==> config.mk <==
export PLATFORM = sky130hd
export DESIGN_NAME = ball_motion_engine_flat
export DESIGN_NICKNAME = d
export VERILOG_FILES = /design/src/rtl/ball_motion_if.sv /design/src/rtl/ball_motion_engine.sv /design/src/flat_wrapper.sv
export SDC_FILE = /design/constraint.sdc
export NUM_CORES = 1
export LEC_CHECK = 0
export ABC_AREA = 1
export CAP_MARGIN = 20
export CORE_MARGIN = 3
export CORE_UTILIZATION = 60
export DETAILED_ROUTE_END_ITERATION = 7
export HOLD_SLACK_MARGIN = 0.08
export PLACE_DENSITY = 0.92
export SLEW_MARGIN = 10
export SYNTH_ARGS = -nofsm -noshare
export SYNTH_HDL_FRONTEND = slang
export SYNTH_SLANG_ARGS = --single-unit
==> constraint.sdc <==
create_clock -name clk -period 7.6 [get_ports clk]
set_input_delay 2.28 -clock clk [delete_from_list [all_inputs] [get_ports clk]]
set_output_delay 2.28 -clock clk [all_outputs]
set_load 0.005 [all_outputs]
==> src/rtl/ball_motion_if.sv <==
// Bundle between the ball motion engine and its drivers/consumers: frame and
// charge pulses, collision and re-spot inputs, plus position, shot and status outputs.
interface ball_motion_if #(
  parameter int POS_W   = 11,
  parameter int SPEED_W = 16
) ();
  logic                      startOfFrame;
  logic                      chargeUp;
  logic                      chargeDown;
  logic                      chargeLeft;
  logic                      chargeRight;
  logic                      releaseBall;
  logic                      collision;
  logic [3:0]                HitEdgeCode;
  logic                      placeValid;
  logic signed [POS_W-1:0]   placeX;
  logic signed [POS_W-1:0]   placeY;
  logic signed [POS_W-1:0]   topLeftX;
  logic signed [POS_W-1:0]   topLeftY;
  logic signed [SPEED_W-1:0] shotX;
  logic signed [SPEED_W-1:0] shotY;
  logic                      moving;
  logic                      shotDone;
  logic [0:0]                state_dbg;
  logic signed [SPEED_W-1:0] speed_x_dbg;
  logic signed [SPEED_W-1:0] speed_y_dbg;

  // All inputs are single-cycle qualifiers sampled on the rising clock edge;
  // there is no back-pressure, so every pulse is consumed in the cycle it is high.
  modport master (
    output startOfFrame, chargeUp, chargeDown, chargeLeft, chargeRight,
           releaseBall, collision, HitEdgeCode, placeValid, placeX, placeY,
    input  topLeftX, topLeftY, shotX, shotY, moving, shotDone,
           state_dbg, speed_x_dbg, speed_y_dbg
  );

  modport slave (
    input  startOfFrame, chargeUp, chargeDown, chargeLeft, chargeRight,
           releaseBall, collision, HitEdgeCode, placeValid, placeX, placeY,
    output topLeftX, topLeftY, shotX, shotY, moving, shotDone,
           state_dbg, speed_x_dbg, speed_y_dbg
  );
endinterface

==> src/rtl/ball_motion_engine.sv <==
// Single-ball trajectory engine: shot charging, release, per-frame friction and
// edge-coded bounce. Define BALL_BOUNCE_DAMP_EN to make each bounce lose |v|>>2.
module ball_motion_engine #(
  parameter int POS_W          = 11,
  parameter int FRAC_BITS      = 6,
  parameter int SPEED_W        = 16,
  parameter int INITIAL_X      = 100,
  parameter int INITIAL_Y      = 220,
  parameter int SPEED_STEP     = 200,
  parameter int MAX_SHOT_SPEED = 1000,
  parameter int FRICTION_SHIFT = 5,
  parameter int MIN_SPEED      = 2
) (
  input  logic         clk,
  input  logic         reset,
  ball_motion_if.slave bus
);

  localparam int ACC_W = POS_W + FRAC_BITS;
  localparam int SUM_W = ACC_W + SPEED_W + 1;
  localparam int SW2   = SPEED_W + 2;

  localparam logic [0:0] ST_IDLE    = 1'b0;
  localparam logic [0:0] ST_ROLLING = 1'b1;

  localparam logic signed [ACC_W-1:0] ACC_MAX    = {1'b0, {(ACC_W-1){1'b1}}};
  localparam logic signed [ACC_W-1:0] ACC_MIN    = {1'b1, {(ACC_W-1){1'b0}}};
  localparam logic signed [ACC_W-1:0] INIT_X_ACC = ACC_W'(INITIAL_X * (2 ** FRAC_BITS));
  localparam logic signed [ACC_W-1:0] INIT_Y_ACC = ACC_W'(INITIAL_Y * (2 ** FRAC_BITS));
  localparam logic signed [SW2-1:0]   SHOT_MAX   = SW2'(MAX_SHOT_SPEED);
  localparam logic signed [SW2-1:0]   SHOT_MIN   = -SW2'(MAX_SHOT_SPEED);
  localparam logic signed [SW2-1:0]   STEP       = SW2'(SPEED_STEP);
  localparam logic signed [SW2-1:0]   MIN_MAG    = SW2'(MIN_SPEED);

  logic [0:0]                state_q, state_d;
  logic signed [ACC_W-1:0]   pos_x_q, pos_x_d, pos_y_q, pos_y_d;
  logic signed [SPEED_W-1:0] spd_x_q, spd_x_d, spd_y_q, spd_y_d;
  logic signed [SPEED_W-1:0] shot_x_q, shot_x_d, shot_y_q, shot_y_d;
  logic                      lock_x_q, lock_x_d, lock_y_q, lock_y_d;
  logic                      shot_done_q, shot_done_d;

  logic                      refl_x, refl_y;
  logic signed [SPEED_W-1:0] spd_x_ref, spd_y_ref, fric_x, fric_y;

  function automatic logic signed [ACC_W-1:0] acc_add(
    input logic signed [ACC_W-1:0]   p,
    input logic signed [SPEED_W-1:0] v
  );
    logic signed [SUM_W-1:0] s;
    s = SUM_W'(p) + SUM_W'(v);
    if (s > SUM_W'(ACC_MAX))      return ACC_MAX;
    else if (s < SUM_W'(ACC_MIN)) return ACC_MIN;
    else                          return ACC_W'(s);
  endfunction

  function automatic logic signed [SPEED_W-1:0] shot_step(
    input logic signed [SPEED_W-1:0] shot,
    input logic                      inc,
    input logic                      dec
  );
    logic signed [SW2-1:0] s;
    s = SW2'(shot);
    if (inc) s = s + STEP;
    if (dec) s = s - STEP;
    if (s > SHOT_MAX)      s = SHOT_MAX;
    else if (s < SHOT_MIN) s = SHOT_MIN;
    return SPEED_W'(s);
  endfunction

  // Proportional drag; a speed that would cross zero or end up tiny is snapped to rest.
  function automatic logic signed [SPEED_W-1:0] apply_friction(
    input logic signed [SPEED_W-1:0] v
  );
    logic signed [SW2-1:0] ve, mag, dec, vn, vn_mag;
    ve     = SW2'(v);
    mag    = ve[SW2-1] ? -ve : ve;
    dec    = SW2'(1) + (mag >>> FRICTION_SHIFT);
    vn     = ve[SW2-1] ? (ve + dec) : (ve - dec);
    vn_mag = vn[SW2-1] ? -vn : vn;
    if (ve == '0 || vn_mag <= MIN_MAG || vn[SW2-1] != ve[SW2-1]) return '0;
    return SPEED_W'(vn);
  endfunction

  function automatic logic signed [SPEED_W-1:0] reflect_speed(
    input logic signed [SPEED_W-1:0] v
  );
`ifdef BALL_BOUNCE_DAMP_EN
    logic signed [SW2-1:0] ve, mag;
    ve  = SW2'(v);
    mag = ve[SW2-1] ? -ve : ve;
    ve  = ve[SW2-1] ? (ve + (mag >>> 2)) : (ve - (mag >>> 2));
    return SPEED_W'(-ve);
`else
    return -v;
`endif
  endfunction

  always_comb begin
    state_d     = state_q;
    pos_x_d     = pos_x_q;
    pos_y_d     = pos_y_q;
    spd_x_d     = spd_x_q;
    spd_y_d     = spd_y_q;
    shot_x_d    = shot_x_q;
    shot_y_d    = shot_y_q;
    shot_done_d = 1'b0;
    lock_x_d    = bus.startOfFrame ? 1'b0 : lock_x_q;
    lock_y_d    = bus.startOfFrame ? 1'b0 : lock_y_q;

    // A bounce only counts when the ball is heading into the edge it touches.
    refl_x = (state_q == ST_ROLLING) && bus.collision && !lock_x_q &&
             ((bus.HitEdgeCode[3] && spd_x_q[SPEED_W-1]) ||
              (bus.HitEdgeCode[1] && !spd_x_q[SPEED_W-1] && spd_x_q != '0));
    refl_y = (state_q == ST_ROLLING) && bus.collision && !lock_y_q &&
             ((bus.HitEdgeCode[2] && spd_y_q[SPEED_W-1]) ||
              (bus.HitEdgeCode[0] && !spd_y_q[SPEED_W-1] && spd_y_q != '0));
    spd_x_ref = refl_x ? reflect_speed(spd_x_q) : spd_x_q;
    spd_y_ref = refl_y ? reflect_speed(spd_y_q) : spd_y_q;
    fric_x    = apply_friction(spd_x_ref);
    fric_y    = apply_friction(spd_y_ref);

    if (bus.placeValid) begin
      state_d  = ST_IDLE;
      pos_x_d  = {bus.placeX, {FRAC_BITS{1'b0}}};
      pos_y_d  = {bus.placeY, {FRAC_BITS{1'b0}}};
      spd_x_d  = '0;
      spd_y_d  = '0;
      shot_x_d = '0;
      shot_y_d = '0;
      lock_x_d = 1'b0;
      lock_y_d = 1'b0;
    end else if (state_q == ST_IDLE) begin
      if (bus.releaseBall && (shot_x_q != '0 || shot_y_q != '0)) begin
        state_d  = ST_ROLLING;
        spd_x_d  = shot_x_q;
        spd_y_d  = shot_y_q;
        shot_x_d = '0;
        shot_y_d = '0;
      end else begin
        shot_x_d = shot_step(shot_x_q, bus.chargeRight, bus.chargeLeft);
        shot_y_d = shot_step(shot_y_q, bus.chargeDown, bus.chargeUp);
      end
    end else begin
      spd_x_d  = spd_x_ref;
      spd_y_d  = spd_y_ref;
      lock_x_d = lock_x_d | refl_x;
      lock_y_d = lock_y_d | refl_y;
      // Position moves with the speed held before any same-cycle bounce.
      if (bus.startOfFrame) begin
        pos_x_d = acc_add(pos_x_q, spd_x_q);
        pos_y_d = acc_add(pos_y_q, spd_y_q);
        spd_x_d = fric_x;
        spd_y_d = fric_y;
        if (fric_x == '0 && fric_y == '0) begin
          state_d     = ST_IDLE;
          shot_done_d = 1'b1;
        end
      end
    end
  end

  always_ff @(posedge clk or posedge reset) begin
    if (reset) begin
      state_q     <= ST_IDLE;
      pos_x_q     <= INIT_X_ACC;
      pos_y_q     <= INIT_Y_ACC;
      spd_x_q     <= '0;
      spd_y_q     <= '0;
      shot_x_q    <= '0;
      shot_y_q    <= '0;
      lock_x_q    <= 1'b0;
      lock_y_q    <= 1'b0;
      shot_done_q <= 1'b0;
    end else begin
      state_q     <= state_d;
      pos_x_q     <= pos_x_d;
      pos_y_q     <= pos_y_d;
      spd_x_q     <= spd_x_d;
      spd_y_q     <= spd_y_d;
      shot_x_q    <= shot_x_d;
      shot_y_q    <= shot_y_d;
      lock_x_q    <= lock_x_d;
      lock_y_q    <= lock_y_d;
      shot_done_q <= shot_done_d;
    end
  end

  assign bus.topLeftX    = pos_x_q[ACC_W-1:FRAC_BITS];
  assign bus.topLeftY    = pos_y_q[ACC_W-1:FRAC_BITS];
  assign bus.shotX       = shot_x_q;
  assign bus.shotY       = shot_y_q;
  assign bus.moving      = (state_q == ST_ROLLING);
  assign bus.shotDone    = shot_done_q;
  assign bus.state_dbg   = state_q;
  assign bus.speed_x_dbg = spd_x_q;
  assign bus.speed_y_dbg = spd_y_q;

endmodule

==> src/flat_wrapper.sv <==
// flat-port wrapper written by rule: the top's interface ports become plain ports
module ball_motion_engine_flat 
#(
  parameter int POS_W          = 11,
  parameter int FRAC_BITS      = 6,
  parameter int SPEED_W        = 16,
  parameter int INITIAL_X      = 100,
  parameter int INITIAL_Y      = 220,
  parameter int SPEED_STEP     = 200,
  parameter int MAX_SHOT_SPEED = 1000,
  parameter int FRICTION_SHIFT = 5,
  parameter int MIN_SPEED      = 2
)
  (clk, reset, bus_startOfFrame, bus_chargeUp, bus_chargeDown, bus_chargeLeft, bus_chargeRight, bus_releaseBall, bus_collision, bus_HitEdgeCode, bus_placeValid, bus_placeX, bus_placeY, bus_topLeftX, bus_topLeftY, bus_shotX, bus_shotY, bus_moving, bus_shotDone, bus_state_dbg, bus_speed_x_dbg, bus_speed_y_dbg);
  ball_motion_if #(.POS_W(POS_W), .SPEED_W(SPEED_W)) bus_i ();
  input  logic clk;
  input  logic reset;
  input wire logic [$bits(bus_i.startOfFrame)-1:0] bus_startOfFrame;
  input wire logic [$bits(bus_i.chargeUp)-1:0] bus_chargeUp;
  input wire logic [$bits(bus_i.chargeDown)-1:0] bus_chargeDown;
  input wire logic [$bits(bus_i.chargeLeft)-1:0] bus_chargeLeft;
  input wire logic [$bits(bus_i.chargeRight)-1:0] bus_chargeRight;
  input wire logic [$bits(bus_i.releaseBall)-1:0] bus_releaseBall;
  input wire logic [$bits(bus_i.collision)-1:0] bus_collision;
  input wire logic [$bits(bus_i.HitEdgeCode)-1:0] bus_HitEdgeCode;
  input wire logic [$bits(bus_i.placeValid)-1:0] bus_placeValid;
  input wire logic [$bits(bus_i.placeX)-1:0] bus_placeX;
  input wire logic [$bits(bus_i.placeY)-1:0] bus_placeY;
  output wire logic [$bits(bus_i.topLeftX)-1:0] bus_topLeftX;
  output wire logic [$bits(bus_i.topLeftY)-1:0] bus_topLeftY;
  output wire logic [$bits(bus_i.shotX)-1:0] bus_shotX;
  output wire logic [$bits(bus_i.shotY)-1:0] bus_shotY;
  output wire logic [$bits(bus_i.moving)-1:0] bus_moving;
  output wire logic [$bits(bus_i.shotDone)-1:0] bus_shotDone;
  output wire logic [$bits(bus_i.state_dbg)-1:0] bus_state_dbg;
  output wire logic [$bits(bus_i.speed_x_dbg)-1:0] bus_speed_x_dbg;
  output wire logic [$bits(bus_i.speed_y_dbg)-1:0] bus_speed_y_dbg;
  assign bus_i.startOfFrame = bus_startOfFrame;
  assign bus_i.chargeUp = bus_chargeUp;
  assign bus_i.chargeDown = bus_chargeDown;
  assign bus_i.chargeLeft = bus_chargeLeft;
  assign bus_i.chargeRight = bus_chargeRight;
  assign bus_i.releaseBall = bus_releaseBall;
  assign bus_i.collision = bus_collision;
  assign bus_i.HitEdgeCode = bus_HitEdgeCode;
  assign bus_i.placeValid = bus_placeValid;
  assign bus_i.placeX = bus_placeX;
  assign bus_i.placeY = bus_placeY;
  assign bus_topLeftX = bus_i.topLeftX;
  assign bus_topLeftY = bus_i.topLeftY;
  assign bus_shotX = bus_i.shotX;
  assign bus_shotY = bus_i.shotY;
  assign bus_moving = bus_i.moving;
  assign bus_shotDone = bus_i.shotDone;
  assign bus_state_dbg = bus_i.state_dbg;
  assign bus_speed_x_dbg = bus_i.speed_x_dbg;
  assign bus_speed_y_dbg = bus_i.speed_y_dbg;
  ball_motion_engine #(.POS_W(POS_W), .FRAC_BITS(FRAC_BITS), .SPEED_W(SPEED_W), .INITIAL_X(INITIAL_X), .INITIAL_Y(INITIAL_Y), .SPEED_STEP(SPEED_STEP), .MAX_SHOT_SPEED(MAX_SHOT_SPEED), .FRICTION_SHIFT(FRICTION_SHIFT), .MIN_SPEED(MIN_SPEED)) u_core (.clk(clk), .reset(reset), .bus(bus_i));
endmodule
==> out/metrics.yaml, run 1 <==
start_util_pct: 61.7
place_congestion: 1.04
status: "aborted with a tool error"
grt_max_degree: 88
async_flop_share_pct: 100
die_y_um: 154
synth_cells: 2005
yosysUniqueCellTypes: 65
clock_sinks: 96
grt.total_usage_pct: 79.3
haltStage: "5_1_grt"
cts-root-buf: "clkbuf_16"
io_pins: 125
cts_buffer_depth: 2
crit_endpoint: "u_core.bus.speed_x_dbg[9]$_DFFE_PP0P_/D"
avgSynthCellArea_um2: 6.55
synth-main-ff-cell: "dfrtp_1"
worst-ep-kind: "sequential cell input"
htree_levels: 3
firstError: "[ERROR GRT-0232] Routing congestion too high. Check the congestion heatmap in the GUI."
port_buffers: 118
hpwl_mm: 34.8
die_w_um: 154
ys_warn_count: 0
syn_area_mm2: 0.0131
ys_seq_elements: 96
synth_edf_count: 0
num_rows: 53
synth-seq-area-share_pct: 18.4
cts_buffers: 9
place_area_mm2: 0.0161
gr-total-overflow: 70
per-layer routing:
metal  GRT overflow  GRT usage [%]
met5              1           35.6
met4             31           75.1
met3              5           71.8
met2             30           92.5
met1              3           78.2
synth_stat cells, types with 10 or more instances:
library cell	instances	area (um2)
nor2_2	22	138
nand2_2	41	257
xnor2_1	31	272
inv_1	264	991
o21ai_0	75	375
buf_4	33	248
nor2_4	13	146
o211ai_1	22	165
dfrtp_1	88	2200
nor2_1	153	574
xor2_1	122	1070
o221ai_1	12	105
nand2_4	13	146
inv_2	24	90.1
ha_1	80	1000
a21oi_1	94	470
buf_6	10	113
nand2_1	465	1750
nor3_1	36	180
clkbuf_1	21	78.8
nand3_1	160	801
nor4_1	10	62.6
nand4_1	34	213
a21oi_2	10	87.6
o21bai_1	24	180
a221oi_1	16	140
o21ai_1	15	75.1
nand3_2	24	240
what timing repair did:
action                     4_1_cts
buffers inserted                29
pin swaps                       63
hold buffers                     0
cloned                           3
hold endpoints to repair         0
setup endpoints to repair       34
gates resized for setup        104
kinds of logic after synthesis:
group / synth area share [%]
buf+inv: 12.5
compound gates: 14.7
other cells: 0.0286
flops: 18.4
fa+ha+maj: 8.23
simple gates: 35.8
xor+xnor: 10.4
stage by stage:
stage	utilization [%]	instances	worst slack (ps)	hold WS, ps	TNS [ps]
after floorplan	-	2010	23.0	453	0
after global placement	75.7	2586	-686	463	-18480
after detailed placement	75.7	2586	-1250	472	-36020
after CTS	80.0	2634	7.86	483	0
==> run 2: changes to the inputs <==
CORE_UTILIZATION = 40   (was 60)
HOLD_SLACK_MARGIN = not set   (was 0.08)
PLACE_DENSITY = not set   (was 0.92)
PLACE_DENSITY_LB_ADDON = 0.15   (was not set)
==> out/metrics.yaml, run 2 <==
rsz0062_at_grt: "true"
clock_skew_ps: 8.90
yosysTopAreaCell: "dfrtp_1"
place_congestion: 0.928  # -11%
max_freq_mhz: 134
avgSynthCellArea_um2: 6.55  # unchanged
vias: 14900
r2r-start: "u_core.bus.speed_y_dbg[0]"
place_area_mm2: 0.0167  # +3.6%
drc: 0
startpoint: "bus_collision"
cts.clk_slew.worst_paths_ps: 80
gr-total-overflow: 0
synth-seq-area-share_pct: 18.4  # unchanged
cp.required_ps: 7860
postLayoutCellArea_mm2: 0.0188
min_path_type: "reg -> reg"
startpoint_type: "input port"
synth_edf_count: 0  # unchanged
status: "complete, no violations"
ff2ff_path_depth: 49
async_flop_share_pct: 100  # unchanged
cpMostUsedCell: "nand2_1"
finalSetupViolCount: 0
cp_num_cells: 46
nets: 2553
clk_latency_ps: 360
die_w_um: 187  # +22%
critPathMaxStageDelay_ps: 310
cts_buffer_depth: 2  # unchanged
synth_top_area_share_pct: 16.8  # unchanged
crit_end: "u_core.bus.moving"
num_rows: 65  # +23%
reg_top3: "u_core.pos_x_q x17, u_core.pos_y_q x17"
clock_sinks: 96  # unchanged
arrival_ps: 7710
ys_warn_count: 0  # unchanged
slew_headroom_pct: 27.1
crit_buf_inv: 9
worstMarginPinSlew_ps: 1090
syn_area_mm2: 0.0131  # unchanged
cts-root-buf: "clkbuf_16"
via_per_inst: 5.19
synth_area_leaders: "dfrtp_1, nand2_1, xor2_1"
grt_pass1_vias: 13800
critPathCaptureType: "register"
rrSetupSlack_ps: 850
yosysUniqueCellTypes: 65  # unchanged
grt_max_degree: 65
grt_pass1_wl_mm: 72.7
die_y_um: 187  # +22%
wl_per_cell_um: 16.5
drtIter0Drc: 1152
synth_cells: 2005  # unchanged
die_area_mm2: 0.0350
syn_to_final_growth_pct: 42.9
cts_buffers: 9  # unchanged
synth-main-ff-cell: "dfrtp_1"
final-hold-violation-count: 0
htree_levels: 3  # unchanged
holdWs_ps: 484
regToRegEndpoint: "u_core.bus.moving"
fin_crit_sh_pct: 98.1
port_buffers: 118  # unchanged
crit_fanout: 5
drv_cap: 0
layout_common_cells: "nand2_1, buf_4, inv_1"
hpwl_mm: 35.9  # +3.4%
n_antenna_cell: 0
fin_util_pct: 58.7
final_common_cell: "nand2_1"
antenna_found_initial: 0
crit_family: "simple AND/OR/NAND/NOR gates"
layout-drive-gt1-share_pct: 30.9
slew_viol_final: 0
grt.total_usage_pct: 25.3
drt-total-wl_mm: 47.4
dr.pass1.iters: 5
start_util_pct: 41.1  # -21 points
post-route-min-period_ps: 7460
drtAntennaViolNets: 0
core_area_mm2: 0.0320
synth.most_common_cell: "nand2_1"
ys_seq_elements: 96  # unchanged
io_pins: 125  # unchanged
cts_tree: "built"
critical_path_class: "in -> reg"
critPathSlowestCell: "ha_1"
synthTopCellsByCount: "nand2_1, inv_1, nand3_1, nor2_1, xor2_1"
-- run 2: cell counts after synthesis --
No cell type changed its count.
-- run 2: final cells by class --
type	instances	area, um2
Clock buffer	9	225
Clock inverter	7	109
Fill cell	2928	13200
Inverter	294	1140
Multi-Input combinational cell	1547	10200
Sequential cell	96	2410
Tap cell	435	544
Timing Repair Buffer	485	4170
-- run 2: cell families (layout without fill, tap and decap cells) --
group	after synthesis	after routing	share of synthesized area (%)
simple gates	993	995	35.8
other cells	1	6	0.0286
fa+ha+maj	84	84	8.23
flops	96	96	18.4
compound gates	308	308	14.7
xor+xnor	154	154	10.4
buf+inv	369	795	12.5
-- run 2: how the worst min path moves through the flow --
stage | start | end | slack, ps | depth (start not counted)
6_report | u_core.pos_x_q[12] | u_core.pos_x_q[12] | 480 | 2
5_1_grt | u_core.pos_x_q[12] | u_core.pos_x_q[12] | 500 | 2
4_1_cts | u_core.pos_x_q[12] | u_core.pos_x_q[12] | 490 | 2
3_5_place_dp | u_core.pos_x_q[12] | u_core.pos_x_q[12] | 480 | 2
3_3_place_gp | u_core.pos_x_q[12] | u_core.pos_x_q[12] | 470 | 2
2_1_floorplan | u_core.pos_x_q[3] | u_core.pos_x_q[3] | 450 | 2
-- run 2: routing by layer --
metal	routed length [um]	vias up	GRT usage (%)
met5	0	-	0
li1	-	7401	-
met4	878	0	5.06
met1	22200	7013	37.0
met3	2840	53	3.13
met2	21500	437	40.2
-- run 2: worst min-delay path, stage by stage (launching register included) --
cell and delay (ps):
dfstp_2 380, nand2_1 60, nand2_1 50
-- run 2: metrics by stage --
step / setup TNS, ps / worst slack, ps / instances
floorplan: 0 / 23.0 / 2010
global placement: -24950 / -941 / 2798
detailed placement: -28130 / -1050 / 2798
CTS: -1.28 / -1.28 / 2847
global route: -6080 / -289 / 2873
finish: 0 / 145 / 2873
-- run 2: repair_timing --
item	4_1_cts	5_1_grt
hold buffers	0	0
cloned	3	1
pin swaps	73	180
setup buffers	30	25
setup endpoints to repair	34	34
gates resized for setup	85	230
Power of run 2 is left out: the tool's default activity adds up to more than one toggle a clock period on the data nets, which glitch-free logic cannot reach.
==> run 3: changes to the inputs <==
--- a/config.mk
+++ b/config.mk
@@ -10,5 +10,6 @@
 export CORE_MARGIN = 3
-export CORE_UTILIZATION = 40
+export CORE_UTILIZATION = 55
 export DETAILED_ROUTE_END_ITERATION = 7
 export PLACE_DENSITY_LB_ADDON = 0.15
+export REMOVE_ABC_BUFFERS = 1
 export SLEW_MARGIN = 10
--- a/constraint.sdc
+++ b/constraint.sdc
@@ -3,2 +3,2 @@
 set_output_delay 2.28 -clock clk [all_outputs]
-set_load 0.005 [all_outputs]
+set_load 0.05 [all_outputs]
==> out/metrics.yaml, run 3 (synthesis gave the netlist of run 2 again) <==
status: "finished, violations left"
violations: "negative setup slack"
critical_path_class: "in -> reg"
layout_common_cells: "nand2_1, buf_4, inv_1"
reg_top3: "u_core.pos_x_q x17, u_core.pos_y_q x17"
cts-root-buf: "clkbuf_16"
rsz0062_at_grt: "true"
cts.clk_slew.worst_paths_ps: 80  # about the same
start_util_pct: 57.0  # +16 points
clock_sinks: 96  # unchanged
grt_pass1_vias: 14400  # +3.9%
gr-total-overflow: 0  # unchanged
htree_levels: 3  # unchanged
grt_max_degree: 63  # -3.1%
drtIter0Drc: 1610  # +40%
startpoint_type: "input port"
fin_crit_sh_pct: 101  # +3.4 points
place_congestion: 0.960  # +3.4%
grt.total_usage_pct: 33.7  # +8.3 points
dp.cells: 2654  # -5.1%
setup-tns-final_ps: -1140  # -1140 ps
critPathMaxStageDelay_ps: 290  # -20 ps
syn_to_final_growth_pct: 41.0
n_antenna_cell: 0  # unchanged
cts_tree: "built"
die_y_um: 161  # -14%
wl_per_cell_um: 18.5  # +12%
dr.pass1.iters: 7  # +2
final-hold-violation-count: 0  # unchanged
place_area_mm2: 0.0164  # -1.9%
crit_fanout: 5  # unchanged
antenna_found_initial: 1  # +1
drv_cap: 0  # unchanged
vias: 16100  # +7.7%
nets: 2539  # -0.55%
arrival_ps: 7960  # +250 ps
critPathSlowestCell: "or2_4"
postLayoutCellArea_mm2: 0.0185  # -1.3%
cpMostUsedCell: "nand2_1"
wl_met1_mm: 19.8  # -11%
met2_length_mm: 22.7  # +5.9%
drc: 0  # unchanged
met3_length_mm: 5.24  # +85%
max_freq_mhz: 130  # -3.3%
via_per_inst: 5.87  # +13%
io_pins: 125  # unchanged
slew_viol_final: 0  # unchanged
clk_latency_ps: 360  # about the same
hpwl_mm: 34.0  # -5.5%
post-route-min-period_ps: 7710  # +256 ps
final_common_cell: "nand2_1"
cts_buffers: 9  # unchanged
critPathCaptureType: "register"
cts_buffer_depth: 2  # unchanged
layout-drive-gt1-share_pct: 30.8  # -0.11 points
slew_headroom_pct: 42.7  # +16 points
cp.required_ps: 7850  # about the same
instances_no_fill: 2737  # -4.7%
die_area_mm2: 0.0258  # -26%
finalSetupViolCount: 17  # +17
grt_pass1_wl_mm: 71.6  # -1.5%
routed.top_layer: "met5"
min_path_type: "reg -> reg"
hold_buffers: 0  # unchanged
core_area_mm2: 0.0231  # -28%
fill_cells: 1548  # -47%
setup_ws_ps: -111  # -256 ps
die_w_um: 161  # -14%
port_buffers: 118  # unchanged
num_rows: 55  # -15%
drt-total-wl_mm: 50.6  # +6.8%
clock_skew_ps: 14.1  # +5.17 ps
worstMarginPinSlew_ps: 854  # -232 ps
drtAntennaViolNets: 0  # unchanged
==> run 3: cell type report <==
cell class	instances	area [um2]	area share (%)
multi-input combinational	1548	10300	55.5
timing repair buffer	469	3990	21.6
sequential	96	2410	13.0
inverter	294	1140	6.13
tap	313	392	2.11
clock buffer	9	225	1.22
clock inverter	7	71.3	0.385
timing repair inverter	1	6.26	0.0338
==> run 3: path summary, 6_finish.rpt <==
check,start,to,slack [ps],cells after the start
worst min register to register,u_core.pos_x_q[11],u_core.pos_x_q[11],490,2
worst min-delay path,u_core.pos_x_q[11],u_core.pos_x_q[11],490,2
worst max-delay path,bus_collision,u_core.bus.moving,-110,47
max in group asynchronous,reset,u_core.bus.shotY[10],4090,3
worst max register to register,u_core.bus.speed_y_dbg[0],u_core.bus.moving,660,48
min in group asynchronous,reset,u_core.pos_x_q[13],2280,2
==> run 3: repair_timing <==
item,in CTS,in global routing
pin swaps,91,157
cloned,4,1
endpoints found under the setup margin,34,34
resized for setup,99,227
buffers inserted,27,37
==> run 3: worst max-delay path: cells and delay by family <==
kind,cells,cell delay (ps)
buffers and inverters,14,1450
and+or+nand+nor,23,2560
AOI/OAI and AO/OA,5,680
xor gates and xnor gates,3,530
adders and majority gates,2,470
==> run 3: metal layers <==
metal,up-vias,GRT usage (%)
li1,7364,-
met1,7428,45.4
met2,990,54.5
met3,274,5.62
met4,2,12.0
met5,-,0
==> run 3: per-stage QoR <==
| stage | hold slack (ps) | worst slack, ps | util [%] |
|---|---|---|---|
| after floorplan | 453 | -751 | - |
| after global placement | 465 | -854 | 71.0 |
| after detailed placement | 476 | -1010 | 71.0 |
| after CTS | 488 | 29.1 | 75.1 |
| after global routing | 495 | -426 | 80.3 |
| final | 490 | -111 | 80.3 |
Power of run 3 is left out for the same reason.
